## src/rtl/vga_timing_gen.sv

```systemverilog
// Parametrised video timing generator with run/stop control, a request stream
// that leads display by LEAD pixel ticks, and selectable sync polarity.
// Optional feature: define VGA_TEST_PATTERN_EN to add the tp_rgb_o colour-bar output.
module vga_timing_gen #(
  parameter int unsigned H_ACTIVE = 640,
  parameter int unsigned H_FRONT  = 16,
  parameter int unsigned H_SYNC   = 96,
  parameter int unsigned H_BACK   = 48,
  parameter int unsigned V_ACTIVE = 480,
  parameter int unsigned V_FRONT  = 10,
  parameter int unsigned V_SYNC   = 2,
  parameter int unsigned V_BACK   = 33,
  parameter int unsigned SYNC_POL = 0,
  parameter int unsigned LEAD     = 2,
  parameter int unsigned CW       = 11
) (
  input  logic          clk_i,
  input  logic          rst_ni,
  input  logic          pix_ce_i,
  input  logic          en_i,
  output logic          busy_o,
  output logic          req_o,
  output logic [CW-1:0] req_x_o,
  output logic [CW-1:0] req_y_o,
  output logic          h_sync_o,
  output logic          v_sync_o,
  output logic          video_en_o,
  output logic [CW-1:0] pixel_x_o,
  output logic [CW-1:0] pixel_y_o,
  output logic          line_start_o,
`ifdef VGA_TEST_PATTERN_EN
  output logic          frame_start_o,
  output logic [23:0]   tp_rgb_o
`else
  output logic          frame_start_o
`endif
);

  localparam int unsigned H_TOTAL = H_ACTIVE + H_FRONT + H_SYNC + H_BACK;
  localparam int unsigned V_TOTAL = V_ACTIVE + V_FRONT + V_SYNC + V_BACK;

  localparam logic [CW-1:0] H_ACT_C  = CW'(H_ACTIVE);
  localparam logic [CW-1:0] V_ACT_C  = CW'(V_ACTIVE);
  localparam logic [CW-1:0] H_LAST_C = CW'(H_TOTAL - 1);
  localparam logic [CW-1:0] V_LAST_C = CW'(V_TOTAL - 1);
  localparam logic [CW-1:0] HS_BEG_C = CW'(H_ACTIVE + H_FRONT);
  localparam logic [CW-1:0] HS_END_C = CW'(H_ACTIVE + H_FRONT + H_SYNC - 1);
  localparam logic [CW-1:0] VS_BEG_C = CW'(V_ACTIVE + V_FRONT);
  localparam logic [CW-1:0] VS_END_C = CW'(V_ACTIVE + V_FRONT + V_SYNC - 1);

  localparam logic SYNC_ON  = 1'(SYNC_POL != 0);
  localparam logic SYNC_OFF = 1'(SYNC_POL == 0);

  // Sample layout: {hsync, vsync, de, x, y}
  localparam int unsigned PW   = 3 + 2 * CW;
  localparam int unsigned DE_B = 2 * CW;
  localparam int unsigned VS_B = 2 * CW + 1;
  localparam int unsigned HS_B = 2 * CW + 2;
  localparam logic [PW-1:0] BLANK = {SYNC_OFF, SYNC_OFF, 1'b0, {(2 * CW){1'b0}}};

  // Parameter sanity, caught at elaboration
  if (LEAD > H_BACK) begin : g_bad_lead
    $error("vga_timing_gen: LEAD must be within 0..H_BACK");
  end
  if ((((H_TOTAL - 1) >> CW) != 0) || (((V_TOTAL - 1) >> CW) != 0)) begin : g_bad_cw
    $error("vga_timing_gen: CW too narrow for H_TOTAL/V_TOTAL");
  end

  typedef enum logic [1:0] {
    ST_IDLE  = 2'd0,
    ST_RUN   = 2'd1,
    ST_DRAIN = 2'd2
  } state_e;

  state_e        state_q, state_d;
  logic [CW-1:0] hc_q, hc_d;
  logic [CW-1:0] vc_q, vc_d;
  logic          busy_q, busy_d;
  logic          run;
  logic          last_pix;
  logic [PW-1:0] req_samp;

  logic [LEAD:0][PW-1:0] stage_q, stage_d;
  logic [PW-1:0]         disp_q, disp_d;
  logic                  line_start_q, frame_start_q;

  assign run      = (state_q != ST_IDLE);
  assign last_pix = (hc_q == H_LAST_C) && (vc_q == V_LAST_C);

  // Next-state and counter advance; everything moves only on pixel ticks
  always_comb begin
    state_d = state_q;
    hc_d    = hc_q;
    vc_d    = vc_q;
    if (pix_ce_i) begin
      unique case (state_q)
        ST_IDLE:  if (en_i) state_d = ST_RUN;
        ST_RUN:   if (!en_i) state_d = ST_DRAIN;
        ST_DRAIN: begin
          if (en_i)          state_d = ST_RUN;
          else if (last_pix) state_d = ST_IDLE;
        end
        default:  state_d = ST_IDLE;
      endcase
      if (run) begin
        if (hc_q == H_LAST_C) begin
          hc_d = '0;
          vc_d = (vc_q == V_LAST_C) ? '0 : vc_q + CW'(1);
        end else begin
          hc_d = hc_q + CW'(1);
        end
      end
    end
    busy_d = (state_d != ST_IDLE);
  end

  // State and counter registers
  always_ff @(posedge clk_i or negedge rst_ni) begin
    if (!rst_ni) begin
      state_q <= ST_IDLE;
      hc_q    <= '0;
      vc_q    <= '0;
      busy_q  <= 1'b0;
    end else begin
      state_q <= state_d;
      hc_q    <= hc_d;
      vc_q    <= vc_d;
      busy_q  <= busy_d;
    end
  end

  // Request-timeline sample built from the current counters; blank while idle
  always_comb begin
    req_samp         = BLANK;
    req_samp[CW-1:0] = vc_q;
    req_samp[DE_B-1:CW] = hc_q;
    if (run) begin
      req_samp[DE_B] = (hc_q < H_ACT_C) && (vc_q < V_ACT_C);
      req_samp[HS_B] = ((hc_q >= HS_BEG_C) && (hc_q <= HS_END_C)) ? SYNC_ON : SYNC_OFF;
      req_samp[VS_B] = ((vc_q >= VS_BEG_C) && (vc_q <= VS_END_C)) ? SYNC_ON : SYNC_OFF;
    end
  end

  // Stage 0 is the request stage, stage LEAD is the display stage
  if (LEAD == 0) begin : g_no_pipe
    assign stage_d = req_samp;
  end else begin : g_pipe
    assign stage_d = {stage_q[LEAD-1:0], req_samp};
  end

  assign disp_q = stage_q[LEAD];
  assign disp_d = stage_d[LEAD];

  // Request/display shift pipe, advanced on pixel ticks
  always_ff @(posedge clk_i or negedge rst_ni) begin
    if (!rst_ni) begin
      stage_q <= {(LEAD + 1){BLANK}};
    end else if (pix_ce_i) begin
      stage_q <= stage_d;
    end
  end

  // One-clock pulses on the tick where display enters column 0 of an active line
  always_ff @(posedge clk_i or negedge rst_ni) begin
    if (!rst_ni) begin
      line_start_q  <= 1'b0;
      frame_start_q <= 1'b0;
    end else begin
      line_start_q  <= pix_ce_i && disp_d[DE_B] && !disp_q[DE_B]
                       && (disp_d[DE_B-1:CW] == '0);
      frame_start_q <= pix_ce_i && disp_d[DE_B] && !disp_q[DE_B]
                       && (disp_d[DE_B-1:CW] == '0) && (disp_d[CW-1:0] == '0);
    end
  end

`ifdef VGA_TEST_PATTERN_EN
  localparam logic [CW-1:0] BAR_W_C = CW'(H_ACTIVE / 8);

  logic [CW-1:0] bar_q;
  logic [2:0]    bar;
  logic [23:0]   tp_d, tp_q;

  // Colour-bar lookup: white, yellow, cyan, green, magenta, red, blue, black
  always_comb begin
    bar_q = disp_d[DE_B-1:CW] / BAR_W_C;
    bar   = (bar_q > CW'(7)) ? 3'd7 : bar_q[2:0];
    tp_d  = '0;
    if (disp_d[DE_B]) begin
      tp_d = {{8{~bar[1]}}, {8{~bar[2]}}, {8{~bar[0]}}};
    end
  end

  // Test pattern registered alongside the display stage
  always_ff @(posedge clk_i or negedge rst_ni) begin
    if (!rst_ni) begin
      tp_q <= '0;
    end else if (pix_ce_i) begin
      tp_q <= tp_d;
    end
  end

  assign tp_rgb_o = tp_q;
`endif

  assign busy_o        = busy_q;
  assign req_o         = stage_q[0][DE_B];
  assign req_x_o       = stage_q[0][DE_B-1:CW];
  assign req_y_o       = stage_q[0][CW-1:0];
  assign h_sync_o      = disp_q[HS_B];
  assign v_sync_o      = disp_q[VS_B];
  assign video_en_o    = disp_q[DE_B];
  assign pixel_x_o     = disp_q[DE_B-1:CW];
  assign pixel_y_o     = disp_q[CW-1:0];
  assign line_start_o  = line_start_q;
  assign frame_start_o = frame_start_q;

endmodule
```

## config.mk

```make
export PLATFORM = sky130hd
export DESIGN_NAME = vga_timing_gen
export DESIGN_NICKNAME = d
export VERILOG_FILES = /design/src/rtl/vga_timing_gen.sv
export SDC_FILE = /design/constraint.sdc
export NUM_CORES = 1
export LEC_CHECK = 0
export ABC_AREA = 1
export CORE_MARGIN = 4
export CORE_UTILIZATION = 55
export DETAILED_ROUTE_END_ITERATION = 6
export HOLD_SLACK_MARGIN = 0.05
export PLACE_DENSITY = 0.79
export SLEW_MARGIN = 20
export SYNTH_ARGS = -nofsm -noshare
export SYNTH_HDL_FRONTEND = slang
export SYNTH_SLANG_ARGS = --single-unit
```

## constraint.sdc

```tcl
create_clock -name clk_i -period 1.8 [get_ports clk_i]
set_input_delay 0.54 -clock clk_i [delete_from_list [all_inputs] [get_ports clk_i]]
set_output_delay 0.54 -clock clk_i [all_outputs]
set_load 0.05 [all_outputs]
```

# Word level (Yosys, flattened, before mapping)
# Cells that the tools add are included.
[word_totals]
register_bits = 102
output_inout_bits = 51
wordCells = 48
[classes]
add_sub_neg = 2
order_cmp = 6
eq_ne = 4
muxes = 11
reduce_logical = 16
[ops]
columns = ["operator", "count"]
rows = [
  ["adder 11 x 1 -> 11 bit (second input constant)", 2],
  ["equality test 11 x 10 -> 1 bit (second input constant)", 2],
  ["logical NOT 11 bit", 2],
  ["two-way mux 11 bit", 2],
  [">= comparator 11 x 10 -> 1 bit (second input constant)", 1],
  [">= comparator 11 x 9 -> 1 bit (second input constant)", 1],
  ["<= comparator 11 x 10 -> 1 bit (second input constant)", 1],
  ["<= comparator 11 x 9 -> 1 bit (second input constant)", 1],
  ["< comparator 11 x 10 -> 1 bit (second input constant)", 1],
  ["< comparator 11 x 9 -> 1 bit (second input constant)", 1],
  ["two-way mux 2 bit", 5],
  ["logical AND 1 bit", 8],
  ["case mux 2 bit (3 select lines)", 1],
  ["nonzero test 2 bit", 2],
  ["two-way mux 3 bit", 1],
  ["AND reduction 3 bit", 1],
  ["equality test 2 x 1 -> 1 bit (second input constant)", 1],
  ["equality test 2 bit (second input constant)", 1],
  ["logical NOT 2 bit", 1],
  ["two-way mux 1 bit", 2],
  ["AND reduction 2 bit", 1],
  ["logical NOT 1 bit", 1],
]

# Longest topological paths before layout
# Gate-level depths: netlist of the first run.
[depth]
depth_word = 7
mapped_depth = 10
depth_no_buf = 9

# Worst setup path before layout of the first run
# Ideal clock, no wire load.
[synth_timing]
path_type = "reg-to-reg"
from = "reg hc_q[1]"
to = "reg vc_q[2]"
setup_ps = 121
t_arrival_ps = 1307
setup_slack_ps = 372
stages_incl_launch_ff = 10
path_buffers = 1
cell_sequence = "dfrtp_1 > ha_1 > nand3_2 > inv_2 > nand3_4 > nor2_8 > inv_2 > buf_6 > nand2_1 > o21ai_1"
[synth_between]
elab_chain_len = 2
[synth_rtl]
columns = ["item", "line", "rtl"]
rows = [
  ["start, declared", "76", "logic [CW-1:0] hc_q, hc_d;"],
  ["start signal, assigned", "121", "hc_q <= '0;"],
  ["start signal, assigned", "126", "hc_q <= hc_d;"],
  ["equality test 11 x 10 -> 1 bit", "106", "if (hc_q == H_LAST_C) begin"],
  ["AND reduction 3 bit (no source line)", "--", ""],
  ["end signal, assigned", "127", "vc_q <= vc_d;"],
  ["end, declared", "77", "logic [CW-1:0] vc_q, vc_d;"],
]
# Every way passes these cells.
# A chain may end at the register's enable or synchronous reset.

# Worst setup path after layout of the first run
[layout_timing]
from = "reg stage_q, in the netlist disp_q[23]"
to = "out v_sync_o"
[layout_rtl]
columns = ["item", "line", "rtl"]
rows = [
  ["start, declared", "83", "logic [LEAD:0][PW-1:0] stage_q, stage_d;"],
  ["start signal, assigned", "157", "stage_q <= {(LEAD + 1){BLANK}};"],
  ["start signal, assigned", "159", "stage_q <= stage_d;"],
  ["end, declared", "26", "output logic v_sync_o,"],
]
# No word-level cell between the ends.

==> results of run 1 <==
[final cells by class]
class	count	area share (%)
clock buffers	11	2.50
repair buffers	66	17.4
well taps	105	2.32
clock inverters	5	0.775
multi-input cells	338	28.2
flip-flops and latches	102	45.3
inverters	53	3.54
[synthesized netlist by cell type (all sizes together)]
master / count / area [µm²]
a21o: 1 / 7.51
a21oi: 3 / 15.0
a31oi: 1 / 6.26
buf: 36 / 250
clkbuf: 10 / 37.5
clkinv: 1 / 5.00
dfrtp: 96 / 2400
dfstp: 6 / 158
ha: 3 / 37.5
inv: 52 / 195
nand2: 160 / 611
nand3: 23 / 133
nand3b: 2 / 15.0
nand4: 12 / 75.1
nor2: 41 / 178
nor3: 9 / 45.0
nor3b: 1 / 7.51
nor4: 2 / 12.5
o21a: 1 / 7.51
o21ai: 68 / 348
o31ai: 1 / 7.51
or2: 1 / 6.26
xnor2: 2 / 17.5
xor2: 7 / 61.3
[logic make-up after synthesis]
kind of cell	after synthesis	share of synthesized area [%]
buf+inv	99	10.5
fa+ha+maj	3	0.809
compound gates	75	8.44
xor+xnor	9	1.70
simple gates	251	23.3
flops	102	55.2
[power groups by stage]
stage / Sequential, mW / Combinational [mW] / Clock, mW
final: 2.91 / 1.85 / 1.36
after CTS: 2.91 / 1.87 / 1.39
after detailed placement: 2.95 / 1.86 / 0
after global placement: 2.94 / 1.83 / 0
after global routing: 2.95 / 2.01 / 1.49
after floorplan: 3.08 / 0.956 / 0
[per-layer routing]
| layer | vias up | track usage (%) | share of wire [%] |
|---|---|---|---|
| li1 | 1734 | - | - |
| met1 | 1710 | 31.5 | 46 |
| met2 | 71 | 33.6 | 48 |
| met3 | 17 | 2.99 | 3.5 |
| met4 | 0 | 7.35 | 1.8 |
| met5 | - | 0 | 0 |
[worst paths after layout]
path / slack [ns] / startpoint / end / depth (start not counted)
setup / recovery: 0.19 / disp_q[23] / v_sync_o / 1
hold / removal: 0.12 / rst_ni / disp_d[0] / 1
setup reg to reg: 0.25 / hc_q[1] / vc_q[5] / 8
hold reg to reg: 0.48 / disp_d[24] / disp_q[24] / 2
max in group asynchronous: 1.10 / rst_ni / stage_d[49] / 2
min in group clk_i: 0.48 / disp_d[24] / disp_q[24] / 2
[state kept, by name, indices dropped and copies added, names as in the netlist]
signal and flops:
req_y_o 11, req_x_o 11, vc_q 11, state_q 2, busy_o 1, line_start_o 1
disp_d 25, hc_q 11, req_o 1, frame_start_o 1, disp_q 25, stage_d 2
[stage by stage]
stage / power (mW) / instances / util, %
after floorplan: 4.04 / 539 / -
after global placement: 4.77 / 659 / 66.1
after detailed placement: 4.81 / 659 / 66.1
after CTS: 6.17 / 675 / 68.3
after global routing: 6.45 / 680 / 68.8
final: 6.12 / 680 / 68.8
[timing repair]
action | 4_1_cts | 5_1_grt
setup buffers | 0 | 5
endpoints found under the setup margin | 0 | 8
resized for setup | 0 | 1
==> impl_metrics.env, run 1 <==
export IMPL_clock_path_buffers=2
export IMPL_grt_pass1_wl_mm=17.2
export IMPL_cp_top_family="flip-flops"
export IMPL_fin_ws_ns=0.188
export IMPL_p_sw_mw=2.24
export IMPL_grt_pass1_vias=3435
export IMPL_rsz0062_at_grt="no"
export IMPL_fillers=628
export IMPL_clock_tree_root_cell="clkbuf_8"
export IMPL_path_class="reg -> out"
export IMPL_vias=3532
export IMPL_p_leak_nw=2.74
export IMPL_dr_first_iter_drc_count=163
export IMPL_ir_drop_mv=0.703
export IMPL_min_period_ns=1.61
export IMPL_ant_nets=0
export IMPL_coreArea_um2=8220
export IMPL_antenna_cells=0
export IMPL_slew_headroom_pct=70.5
export IMPL_fin_area_um2=5650
export IMPL_gp_congestion=0.927
export IMPL_final_common_cell="nand2_1"
export IMPL_setup_tns_final_ns=0
export IMPL_syn_area_um2=4640
export IMPL_clkTransAtPathRegs_ns=0.10
export IMPL_drt_total_wl_mm=10.1
export IMPL_drive_gt1_share_pct=17.9
export IMPL_arrival_ns=1.07
export IMPL_worst_slew_pin_slew_ns=0.443
export IMPL_grt_max_degree=78
export IMPL_start_kind="flip-flop"
export IMPL_yosys_warnings=0
export IMPL_std_cell_rows=33
export IMPL_slowest_stage="dfstp_2"
export IMPL_cts_htree_levels=3
export IMPL_initial_core_util_pct=56.4
export IMPL_critPathMaxFanout=2
export IMPL_dieArea_um2=9970
export IMPL_p_per_area_nw_per_um2=1080
export IMPL_cts_buffers=9
export IMPL_fmax_mhz=620
export IMPL_die_w_um=99.8
export IMPL_clock_sinks=102
export IMPL_end_kind="output port"
export IMPL_hold_violations=0
export IMPL_seqCellArea_um2=2560
export IMPL_fin_nets=577
export IMPL_place_hpwl_mm=7.25
export IMPL_grt_overflow=0
export IMPL_ys_ff_latch=102
export IMPL_place_area_um2=5430
export IMPL_intPower_mw=3.88
export IMPL_crit_path_max_incr_delay_ns=0.58
export IMPL_critical_path_buf_inv_count=1
export IMPL_wl_per_cell_um=14.8
export IMPL_syn_avg_cell_area_um2=8.61
export IMPL_swShare_pct=36.6
export IMPL_clock_latency_ns=0.36
export IMPL_syn_num_nets=546
export IMPL_drv_cap=0
export IMPL_hp_class="in -> async"
export IMPL_fin_crit_sh_pct=89.6
export IMPL_die_y_um=99.8
export IMPL_final_cell_mix="nand2_1 (156), dfrtp_1 (96), o21ai_0 (61)"
export IMPL_status="complete, no violations"
export IMPL_final_setup_viol_count=0
export IMPL_area_growth_pct=21.9
export IMPL_io_buffers=54
export IMPL_ys_seq_area_share_pct=55.2
export IMPL_power_frac_comb_pct=30.2
export IMPL_slew_viol_final=0
export IMPL_ys_types=35
export IMPL_io_pins=55
export IMPL_multi_input_area_um2=1590
export IMPL_track_usage_pct=21.6
export IMPL_dp_slack_ns=0.149
export IMPL_worstPathRequired_ns=1.26
export IMPL_cts_tree="done"
export IMPL_drc=0
export IMPL_vias_per_cell=5.19
export IMPL_path_cells="buf_12"
export IMPL_netlist_instances=539
export IMPL_clock_skew_ns=0.0107
export IMPL_whs_ns=0.119
export IMPL_p_seq_share_pct=47.5
export IMPL_pwr_share_clk_pct=22.2
export IMPL_antenna_found_initial=0
export IMPL_drt_pass1_iterations=7
export IMPL_hold_buffers=0
No activity file was read; power rests on OpenSTA's default activity.
==> inputs of run 2 (changes only) <==
- ABC_AREA: 1 -> 0
==> run 2 against run 1 <==
  * Clock power hardly changed
  * First-iteration DRC count fell by 17%
  * Power decreased by 8.3%
  * Fmax decreased by 7.7%
  * Global-route usage is 2.6 points lower
  * Synthesized cell count decreased by 38%
  * Critical endpoint is now vc_q[4]
  * Largest cell class unchanged
  * Highest routed layer unchanged
==> impl_metrics.env, run 2 <==
export IMPL_status="complete, no violations"
export IMPL_vias_per_cell=5.68
export IMPL_path_class="reg -> reg"
export IMPL_clock_sinks=102
export IMPL_wl_per_cell_um=17.7
export IMPL_rsz0062_at_grt="yes"
export IMPL_clkTransAtPathRegs_ns=0.09
export IMPL_syn_avg_cell_area_um2=13.1
export IMPL_hold_buffers=0
export IMPL_ys_seq_area_share_pct=58.3
export IMPL_synth_area_leaders="dfrtp_1 (55%), mux2_2 (18%), buf_4 (3.9%)"
export IMPL_fin_nets=402
export IMPL_dp_slack_ns=-0.0319
export IMPL_synth_top_area_cell="dfrtp_1"
export IMPL_fin_ws_ns=0.0535
export IMPL_gp_congestion=0.870
export IMPL_slew_headroom_pct=67.5
export IMPL_cts_buffers=9
export IMPL_final_cell_mix="dfrtp_1 (95), mux2_2 (71), buf_4 (46)"
export IMPL_dieArea_um2=9480
export IMPL_clock_latency_ns=0.36
export IMPL_whs_ns=0.0637
export IMPL_cts_htree_levels=3
export IMPL_ys_types=41
export IMPL_synth_top_area_share_pct=54.7
export IMPL_syn_num_nets=343
export IMPL_clock_tree_root_cell="clkbuf_8"
export IMPL_fin_crit_sh_pct=97.0
export IMPL_die_y_um=97.4
export IMPL_grt_max_degree=66
export IMPL_ir_drop_mv=0.538
export IMPL_final_setup_viol_count=0
export IMPL_p_total_mw=5.61
export IMPL_io_buffers=54
export IMPL_die_w_um=97.4
export IMPL_p_leak_nw=2.65
export IMPL_final_common_cell="dfrtp_1"
export IMPL_io_pins=55
export IMPL_grt_pass1_vias=2909
export IMPL_critPathMaxFanout=5
export IMPL_antenna_found_initial=0
export IMPL_ant_nets=0
export IMPL_worstPathRequired_ns=2.09
export IMPL_place_hpwl_mm=6.29
export IMPL_fmax_mhz=573
export IMPL_min_period_ns=1.75
export IMPL_dr_first_iter_drc_count=135
export IMPL_std_cell_rows=32
export IMPL_drc=0
export IMPL_yosys_warnings=0
export IMPL_drv_cap=0
export IMPL_p_per_area_nw_per_um2=1010
export IMPL_ys_async_sr_fraction_pct=100
export IMPL_grt_pass1_wl_mm=14.5
export IMPL_drive_gt1_share_pct=46.6
export IMPL_vias=2845
export IMPL_r2r_cells=7
export IMPL_arrival_ns=2.03
export IMPL_area_growth_pct=27.2
export IMPL_cts_tree="done"
export IMPL_hp_class="in -> async"
export IMPL_initial_core_util_pct=56.8
export IMPL_syn_area_um2=4390
export IMPL_end_kind="flip-flop"
export IMPL_drt_pass1_iterations=6
export IMPL_hold_violations=0
export IMPL_synthTopCellsByCount="dfrtp_1 (96), mux2_2 (71), buf_4 (23)"
export IMPL_coreArea_um2=7730
export IMPL_timing_rr_start="hc_q[0]"
export IMPL_netlist_instances=336
export IMPL_ys_ff_latch=102
export IMPL_cp_startpoint="hc_q[0]"
export IMPL_worst_slew_pin_slew_ns=0.484
export IMPL_clock_path_buffers=2
export IMPL_slew_viol_final=0
export IMPL_yosysMostFrequentCell="dfrtp_1"
export IMPL_dp_cells=482
export IMPL_track_usage_pct=19.0
export IMPL_synth_flop_cell="dfrtp_1"
export IMPL_drt_total_wl_mm=8.86
export IMPL_final_cells=501
export IMPL_synth_edf_count=0
export IMPL_grt_overflow=0
export IMPL_clock_skew_ns=0.0106
export IMPL_start_kind="flip-flop"
export IMPL_fillers=490
export IMPL_antenna_cells=0
## run 2: cell count changes in the layout (fill, tap and decap cells not counted), moves of 8 or more
cell,delta
nand2_1,-140
mux2_2,+71
o21ai_0,-53
inv_1,-41
nor2_1,-36
buf_4,+21
nand3_1,-8
## run 2: final timing paths
kind | end | slack [ns]
max | vc_q[4] | 0.05
min | hc_q[6] | 0.06
max reg2reg | vc_q[4] | 0.05
min reg2reg | disp_q[13] | 0.51
max in group asynchronous | vc_q[5] | 1.10
min in group clk_i | disp_q[13] | 0.51
## run 2: per-stage QoR
stage,TNS [ns],utilization [%],cell area (µm²)
floorplan,0,-,4390
global placement,0,68.7,5310
detailed placement,-0.0319,68.7,5310
CTS,0,71.3,5510
global route,-0.0734,72.3,5580
finish,0,72.3,5580
## run 2: logic make-up (layout without fill, tap and decap cells)
| logic type | count (synthesis) | count (layout) | synth area share [%] |
|---|---|---|---|
| buf+inv | 44 | 107 | 6.13 |
| xor+xnor | 14 | 14 | 2.79 |
| mux | 71 | 71 | 18.2 |
| fa+ha+maj | 3 | 3 | 0.855 |
| compound gates | 24 | 24 | 3.25 |
| simple gates | 78 | 78 | 10.5 |
| flops | 102 | 102 | 58.3 |
## run 2: report_power, final
part	internal, mW	switching, mW	leakage (nW)
clock	0.641	0.748	0.0927
combinational	0.662	0.803	1.19
sequential	2.53	0.227	1.36
total	3.84	1.78	2.65
## run 2: repair_timing
item / CTS / global route
buffers inserted: 0 / 3
gates resized for setup: 2 / 10
pin swaps: 0 / 2
setup endpoints to repair: 2 / 9
gates cloned: 0 / 1
## run 2: final cells by class
| type | instances | area [µm²] | area share [%] |
|---|---|---|---|
| Tap cell | 102 | 128 | 2.29 |
| Inverter | 7 | 26.3 | 0.471 |
| Multi-Input combinational cell | 190 | 1610 | 28.9 |
| Clock inverter | 5 | 60.1 | 1.08 |
| Clock buffer | 10 | 128 | 2.29 |
| Timing Repair Buffer | 85 | 1070 | 19.1 |
| Sequential cell | 102 | 2560 | 45.9 |
## run 2: routing by layer
metal | vias up | GRT usage [%] | wire length [µm]
met5 | - | 0 | 0
li1 | 1283 | - | -
met3 | 21 | 4.02 | 449
met2 | 95 | 30.9 | 4410
met4 | 0 | 7.24 | 189
met1 | 1446 | 25.1 | 3820
## run 2: worst max-delay path, stage by stage (launching register included)
cell and delay (ns):
dfrtp_1 0.39, ha_2 0.21, and3_4 0.21, nand4_1 0.08, buf_4 0.17, buf_6 0.12, or3_1 0.36, a21oi_2 0.15
==> inputs of run 3 (changes only) <==
- ABC_CLOCK_PERIOD_IN_PS: not set -> 1800
- SLEW_MARGIN: 20 -> 30
==> results of run 3 <==
The final DEF is identical to that of run 2; final timing and power are the same.
